`src/rtl/dmem_req_ctrl_pkg.sv`:
```
// rtl/dmem_req_ctrl_pkg.sv - shared data types for the data-memory request path
package data_types;

    typedef logic [31:0] word32_t;

    // The queued tag field is sized for the widest LSU tag; narrower tags are zero-extended.
    localparam int DMEM_TAG_W_MAX = 16;

    typedef struct packed {
        logic                      write;
        word32_t                   addr;
        word32_t                   data;
        logic [DMEM_TAG_W_MAX-1:0] tag;
    } dmem_req_t;

    typedef enum logic [0:0] {
        IDLE = 1'b0,
        WAIT = 1'b1
    } dmem_ctrl_state_e;

endpackage

```
`src/rtl/dmem_req_ctrl_fifo.sv`:
```
// rtl/dmem_req_ctrl_fifo.sv - in-order request FIFO with registered storage
module req_fifo #(
    parameter int  DEPTH = 4,
    parameter type T     = logic [7:0]
) (
    input  logic clk_i,
    input  logic reset_ni,
    input  logic push_i,
    input  T     push_data_i,
    input  logic pop_i,
    output T     head_o,
    output logic full_o,
    output logic empty_o
);

    localparam int PTR_W = $clog2(DEPTH);

    T                 r_mem [DEPTH];
    logic [PTR_W-1:0] r_wr_ptr;
    logic [PTR_W-1:0] r_rd_ptr;
    logic [PTR_W:0]   r_count;

    always_ff @(posedge clk_i) begin
        if (push_i) begin
            r_mem[r_wr_ptr] <= push_data_i;
        end
    end

    always_ff @(posedge clk_i or negedge reset_ni) begin
        if (!reset_ni) begin
            r_wr_ptr <= '0;
            r_rd_ptr <= '0;
            r_count  <= '0;
        end else begin
            if (push_i) begin
                r_wr_ptr <= r_wr_ptr + PTR_W'(1);
            end
            if (pop_i) begin
                r_rd_ptr <= r_rd_ptr + PTR_W'(1);
            end
            case ({push_i, pop_i})
                2'b10:   r_count <= r_count + (PTR_W+1)'(1);
                2'b01:   r_count <= r_count - (PTR_W+1)'(1);
                default: r_count <= r_count;
            endcase
        end
    end

    assign head_o  = r_mem[r_rd_ptr];
    assign full_o  = (r_count == (PTR_W+1)'(DEPTH));
    assign empty_o = (r_count == '0);

endmodule

```
`src/rtl/dmem_req_ctrl.sv`:
```
// rtl/dmem_req_ctrl.sv - queues LSU load/store requests and issues them one at a time to data memory
module dmem_req_ctrl
    import data_types::*;
#(
    parameter int DEPTH = 4,
    parameter int TAG_W = 4
) (
    input  logic             clk_i,
    input  logic             reset_ni,
    input  logic             req_valid_i,
    output logic             req_ready_o,
    input  logic             req_write_i,
    input  word32_t          req_addr_i,
    input  word32_t          req_data_i,
    input  logic [TAG_W-1:0] req_tag_i,
    output logic             resp_valid_o,
    output logic             resp_write_o,
    output logic [TAG_W-1:0] resp_tag_o,
    output word32_t          resp_data_o,
    output logic             dmem_read_o,
    output logic             dmem_write_o,
    output word32_t          dmem_addr_o,
    output word32_t          dmem_data_o,
    input  word32_t          dmem_rd_data_i,
    input  logic             dmem_done_i
);

    dmem_ctrl_state_e r_state;
    dmem_ctrl_state_e w_state_nxt;

    logic      w_full;
    logic      w_empty;
    logic      w_push;
    logic      w_pop;
    logic      w_complete;
    dmem_req_t w_push_data;
    dmem_req_t w_head;
    logic      w_unused_tag;

    logic             r_rd;
    logic             r_wr;
    word32_t          r_addr;
    word32_t          r_wdata;
    logic [TAG_W-1:0] r_tag;

    logic             r_resp_valid;
    logic             r_resp_write;
    logic [TAG_W-1:0] r_resp_tag;
    word32_t          r_resp_data;

    assign w_push = req_valid_i & ~w_full;

    always_comb begin
        w_push_data                = '0;
        w_push_data.write          = req_write_i;
        w_push_data.addr           = req_addr_i;
        w_push_data.data           = req_data_i;
        w_push_data.tag[TAG_W-1:0] = req_tag_i;
    end

    req_fifo #(
        .DEPTH (DEPTH),
        .T     (dmem_req_t)
    ) u_req_fifo (
        .clk_i       (clk_i),
        .reset_ni    (reset_ni),
        .push_i      (w_push),
        .push_data_i (w_push_data),
        .pop_i       (w_pop),
        .head_o      (w_head),
        .full_o      (w_full),
        .empty_o     (w_empty)
    );

    assign w_unused_tag = ^w_head.tag;

    always_ff @(posedge clk_i or negedge reset_ni) begin
        if (!reset_ni) begin
            r_state <= IDLE;
        end else begin
            r_state <= w_state_nxt;
        end
    end

    // done is only honoured in WAIT, so a stray pulse in IDLE has no effect.
    always_comb begin
        w_state_nxt = r_state;
        w_pop       = 1'b0;
        w_complete  = 1'b0;
        case (r_state)
            IDLE: begin
                if (!w_empty) begin
                    w_pop       = 1'b1;
                    w_state_nxt = WAIT;
                end
            end
            WAIT: begin
                if (dmem_done_i) begin
                    w_complete  = 1'b1;
                    w_state_nxt = IDLE;
                end
            end
            default: w_state_nxt = IDLE;
        endcase
    end

    always_ff @(posedge clk_i or negedge reset_ni) begin
        if (!reset_ni) begin
            r_rd         <= 1'b0;
            r_wr         <= 1'b0;
            r_addr       <= '0;
            r_wdata      <= '0;
            r_tag        <= '0;
            r_resp_valid <= 1'b0;
            r_resp_write <= 1'b0;
            r_resp_tag   <= '0;
            r_resp_data  <= '0;
        end else begin
            r_resp_valid <= w_complete;
            r_resp_write <= w_complete & r_wr;
            r_resp_tag   <= w_complete ? r_tag : '0;
            r_resp_data  <= (w_complete & r_rd) ? dmem_rd_data_i : '0;
            if (w_pop) begin
                r_rd    <= ~w_head.write;
                r_wr    <= w_head.write;
                r_addr  <= w_head.addr;
                r_wdata <= w_head.data;
                r_tag   <= w_head.tag[TAG_W-1:0];
            end else if (w_complete) begin
                r_rd <= 1'b0;
                r_wr <= 1'b0;
            end
        end
    end

    assign req_ready_o  = ~w_full;
    assign resp_valid_o = r_resp_valid;
    assign resp_write_o = r_resp_write;
    assign resp_tag_o   = r_resp_tag;
    assign resp_data_o  = r_resp_data;
    assign dmem_read_o  = r_rd;
    assign dmem_write_o = r_wr;
    assign dmem_addr_o  = r_addr;
    assign dmem_data_o  = r_wdata;

endmodule

```
`config.mk`:
```
export PLATFORM = sky130hd
export DESIGN_NAME = dmem_req_ctrl
export DESIGN_NICKNAME = d
export VERILOG_FILES = /design/src/rtl/dmem_req_ctrl_pkg.sv /design/src/rtl/dmem_req_ctrl_fifo.sv /design/src/rtl/dmem_req_ctrl.sv
export SDC_FILE = /design/constraint.sdc
export NUM_CORES = 1
export LEC_CHECK = 0
export BUFFER_PORTS_ARGS = -buffer_cell sky130_fd_sc_hd__buf_2
export CAP_MARGIN = 20
export CORE_UTILIZATION = 29
export DETAILED_ROUTE_END_ITERATION = 12
export GPL_ROUTABILITY_DRIVEN = 1
export PLACE_DENSITY_LB_ADDON = 0.05
export SYNTH_ARGS = -nofsm -noshare
export SYNTH_HDL_FRONTEND = slang
export SYNTH_SLANG_ARGS = --single-unit
```
`constraint.sdc`:
```
create_clock -name clk_i -period 2.7 [get_ports clk_i]
set_input_delay 0.54 -clock clk_i [delete_from_list [all_inputs] [get_ports clk_i]]
set_output_delay 0.54 -clock clk_i [all_outputs]
set_load 0.01 [all_outputs]
```
==> results.md <==
* Clk_skew at approximately 0.026 ns
* Core region area at 48800 sq um
* Max H-tree Level at 2
* Inserted Clock Buffers at 45
* WL per Instance at 20.5 um
* Worst setup EP type: flop
* Commonest cells in the netlist: edfxtp_1, dfrtp_1, mux4_2
* Post-DP HPWL at ~19000 um
* Hold depth at 1
* Hold EP: u_req_fifo.r_mem[2][49]
* Wire length after detailed routing at ~32000 um
* Footprint of the multi-input gates at 2990 sq um
* Post-synth top area share at ~58%
* Worst Path Required at 3.18 ns
* 1st-iter DRT viols at 260
* Max frequency at 0.442 GHz
* Slew headroom at 44.2%
* First-pass GRT wire length at 48900 um
* Initial antenna violation count at 7
* Syn avg cell area at 22.7 sq um
* Final Hold Vio Count at 0
* Most frequent cell after synthesis: edfxtp_1
* Clock-pin slew on the worst setup and hold paths at 0.06 ns
* Largest net degree at the start of global routing at 72
* Net count reported at finish at 994
* Netlist Area Pre-Place at 14400 sq um
* Global Route Usage Sum at 13.3%
* Final setup vio count at 0
* Cells after Synth at 632
* Net count after synthesis at roughly 740
* Clock Sinks at between 300 and 400
* Total gr overflow at 0
* Seq. cell area at 11200 sq um
* # DRC at 0
* Synth Area in Adders at 0.575%
* I/O pin count at 210
* Vias post-DR at 6898
* Least-Margin Pin Slew at 0.837 ns
* Die Ht at 225 um
* Synth area leaders: edfxtp_1, dfrtp_1, mux4_2
* Ys async rst share at just under 30%
* Hold_sp: req_addr_i[13]
* Proportion of synthesized area in mux cells at 17.4%
* Vias in the first global route at 7749
* Minimum clock period at 2.26 ns
* Yosys reg bits at 392
* CP Max Fanout at 6
* Gpl congestion at 0.723
* Row count at 81
* Main combinational cell family by area after synthesis: multiplexers
* Post-synthesis xor/xnor area fraction at 0.366%
* Crit path launch type: flop
* Max clock buf depth at 3
* Crit share post-route at 83.9%
* R2r setup slk at 0.44 ns
* Crit path DAT at 2.74 ns
* Compound-Gate Fraction of Synth Area at 0.0348%
* Antenna viol nets, final at 0
* Fin Setup TNS at 0 ns
* Max_cap viols at 0
* Number of iterations in the first detailed-routing pass at 4
* Static Leak at 6.84 nW
* Simple-gate share of the synthesized area at 2.27%
* Synth cell types at 25
* Hold Path Class: input port to flop
* Insertion delay to the later sink of the worst-skew pair at 0.56 ns
* Via/cell ratio at about 4.4
* FF-to-FF Start: u_req_fifo.r_count[1]
* Crit path cell chain: or3b_1 -> and2_4 -> inv_1 -> ha_1 -> inv_1 -> fa_1 -> xor2_1 -> nor2_1 -> xor2_1
* Port Buf Inserts at 209
* RSZ-0062 raised after global routing: false
* Slowest stage delay, CP at 0.47 ns
* Worst R2R End: u_req_fifo.r_count[2]
* Seq/Total Area, Yosys at 77.9%
* Most used DFF post-synth: edfxtp_1
* Max Slew Vio Count at 0
* # fillers at 4560
* Setup Crit Path Kind: flop to flop
* Peak VDD IR at 0.523 mV
* Clk root buf: clkbuf_16
* DIE AREA at 50400 sq um
* CTS tree: done
* Synth warn at 0
* Reg2reg path depth at 9
* Pwr/cell area at 1130 nW/um^2
* Status: complete, no violations
* Critical path's slowest cell: or3b_1
* Number of synthesized flops with an enable pin at 276
* Initial core utilization at 29.4%
* Area grow syn2layout at 24.2%
* Total chip power at around 20 mW
* Die width at 225 um
* Share of post-route cells with drive strength above 1 at 48.0%
* Yosys top cell by area: edfxtp_1
timing repair:
item | CTS | global route
endpoints found under the setup margin | 0 | 0
hold buffers | 1 | 0
hold endpoints to repair | 21 | 0
resized for setup | 0 | 0
setup buffers | 0 | 0
cell type report:
cell class                 instances  area share (%)
tap                              664            4.66
clock buffer                      68            7.19
sequential                       392            62.8
antenna                            1          0.0140
clock inverter                    15           0.799
inverter                           8           0.168
multi-input combinational        205            16.7
timing repair buffer             231            7.68
cells by family (layout without fill, tap and decap cells):
logic type | Yosys count | in the layout
AO/OA/AOI/OAI | 1 | 1
XOR/XNOR | 6 | 6
adder cells (fa/ha/maj) | 6 | 6
buffers and inverters | 35 | 322
flip-flops | 392 | 392
multiplexers | 141 | 141
other | 0 | 1
AND/OR/NAND/NOR | 51 | 51
where the power goes:
group	switching, mW	total (mW)	internal (mW)
sequential	0.703	8.79	8.08
combinational	2.62	5.50	2.87
clock	2.37	5.84	3.48
total	5.69	20.1	14.4
placed cells by master (no fill, tap or decap), drive strengths merged:
cell type    count
edfxtp         276
buf            230
dfrtp          116
mux2            70
mux4            69
clkbuf          68
and2            34
inv             12
and3            10
clkinv           8
ha               5
xor2             4
nand2            2
mux2i            2
xnor2            2
bufinv           2
nor2             2
diode            1
or3b             1
nor3             1
a21oi            1
nor3b            1
fa               1
clkinvlp         1
dlygate4sd3      1
how the worst max path moves through the flow:
stage,from,end,slack [ns],cells after the start
CTS,u_req_fifo.r_count[1],u_req_fifo.r_count[2],0.44,9
finish,u_req_fifo.r_count[1],u_req_fifo.r_count[2],0.44,9
detailed placement,u_req_fifo.r_count[1],u_req_fifo.r_count[2],0.48,9
global route,u_req_fifo.r_count[1],u_req_fifo.r_count[2],0.33,9
global placement,u_req_fifo.r_count[0],u_req_fifo.r_count[2],0.49,9
floorplan,u_req_fifo.r_count[0],u_req_fifo.r_count[2],0.57,9
per-stage QoR:
stage	std cells	utilization (%)	cell area [sq um]	hold slack, ns	worst slack (ns)
after global routing	1583	36.5	17800	0.155	0.325
after global placement	1499	33.6	16400	0.487	0.487
after CTS	1583	36.5	17800	0.136	0.444
final	1584	36.5	17800	0.186	0.435
after floorplan	632	-	14400	0.244	0.574
after detailed placement	1499	33.6	16400	0.488	0.480
registers in the layout (all words and copies together) (netlist names), 2 cells and up:
signal and count:
dmem_data_o 32, u_req_fifo.r_rd_ptr 2, r_tag 4, u_req_fifo.r_count 3, u_req_fifo.r_wr_ptr 2, u_req_fifo.r_mem 276, resp_data_o 32, dmem_addr_o 32
resp_tag_o 4
layer usage:
layer | share of wire [%] | global-route usage (%) | vias up | wire length [um]
li1 | - | - | 3003 | -
met1 | 42 | 16.0 | 3650 | 13700
met2 | 49 | 22.4 | 173 | 16000
met3 | 6.2 | 4.08 | 62 | 2020
met4 | 2.2 | 4.74 | 10 | 724
met5 | 0.19 | 0 | - | 61
critical path: cells and delay by family, from the launching register on:
kind          cells  cell delay, ns
flops             1            0.40
buf+inv           2            0.11
xor+xnor          2            0.32
fa+ha+maj         2            0.54
simple gates      3            0.81
No activity file was read; power rests on OpenSTA's default activity.
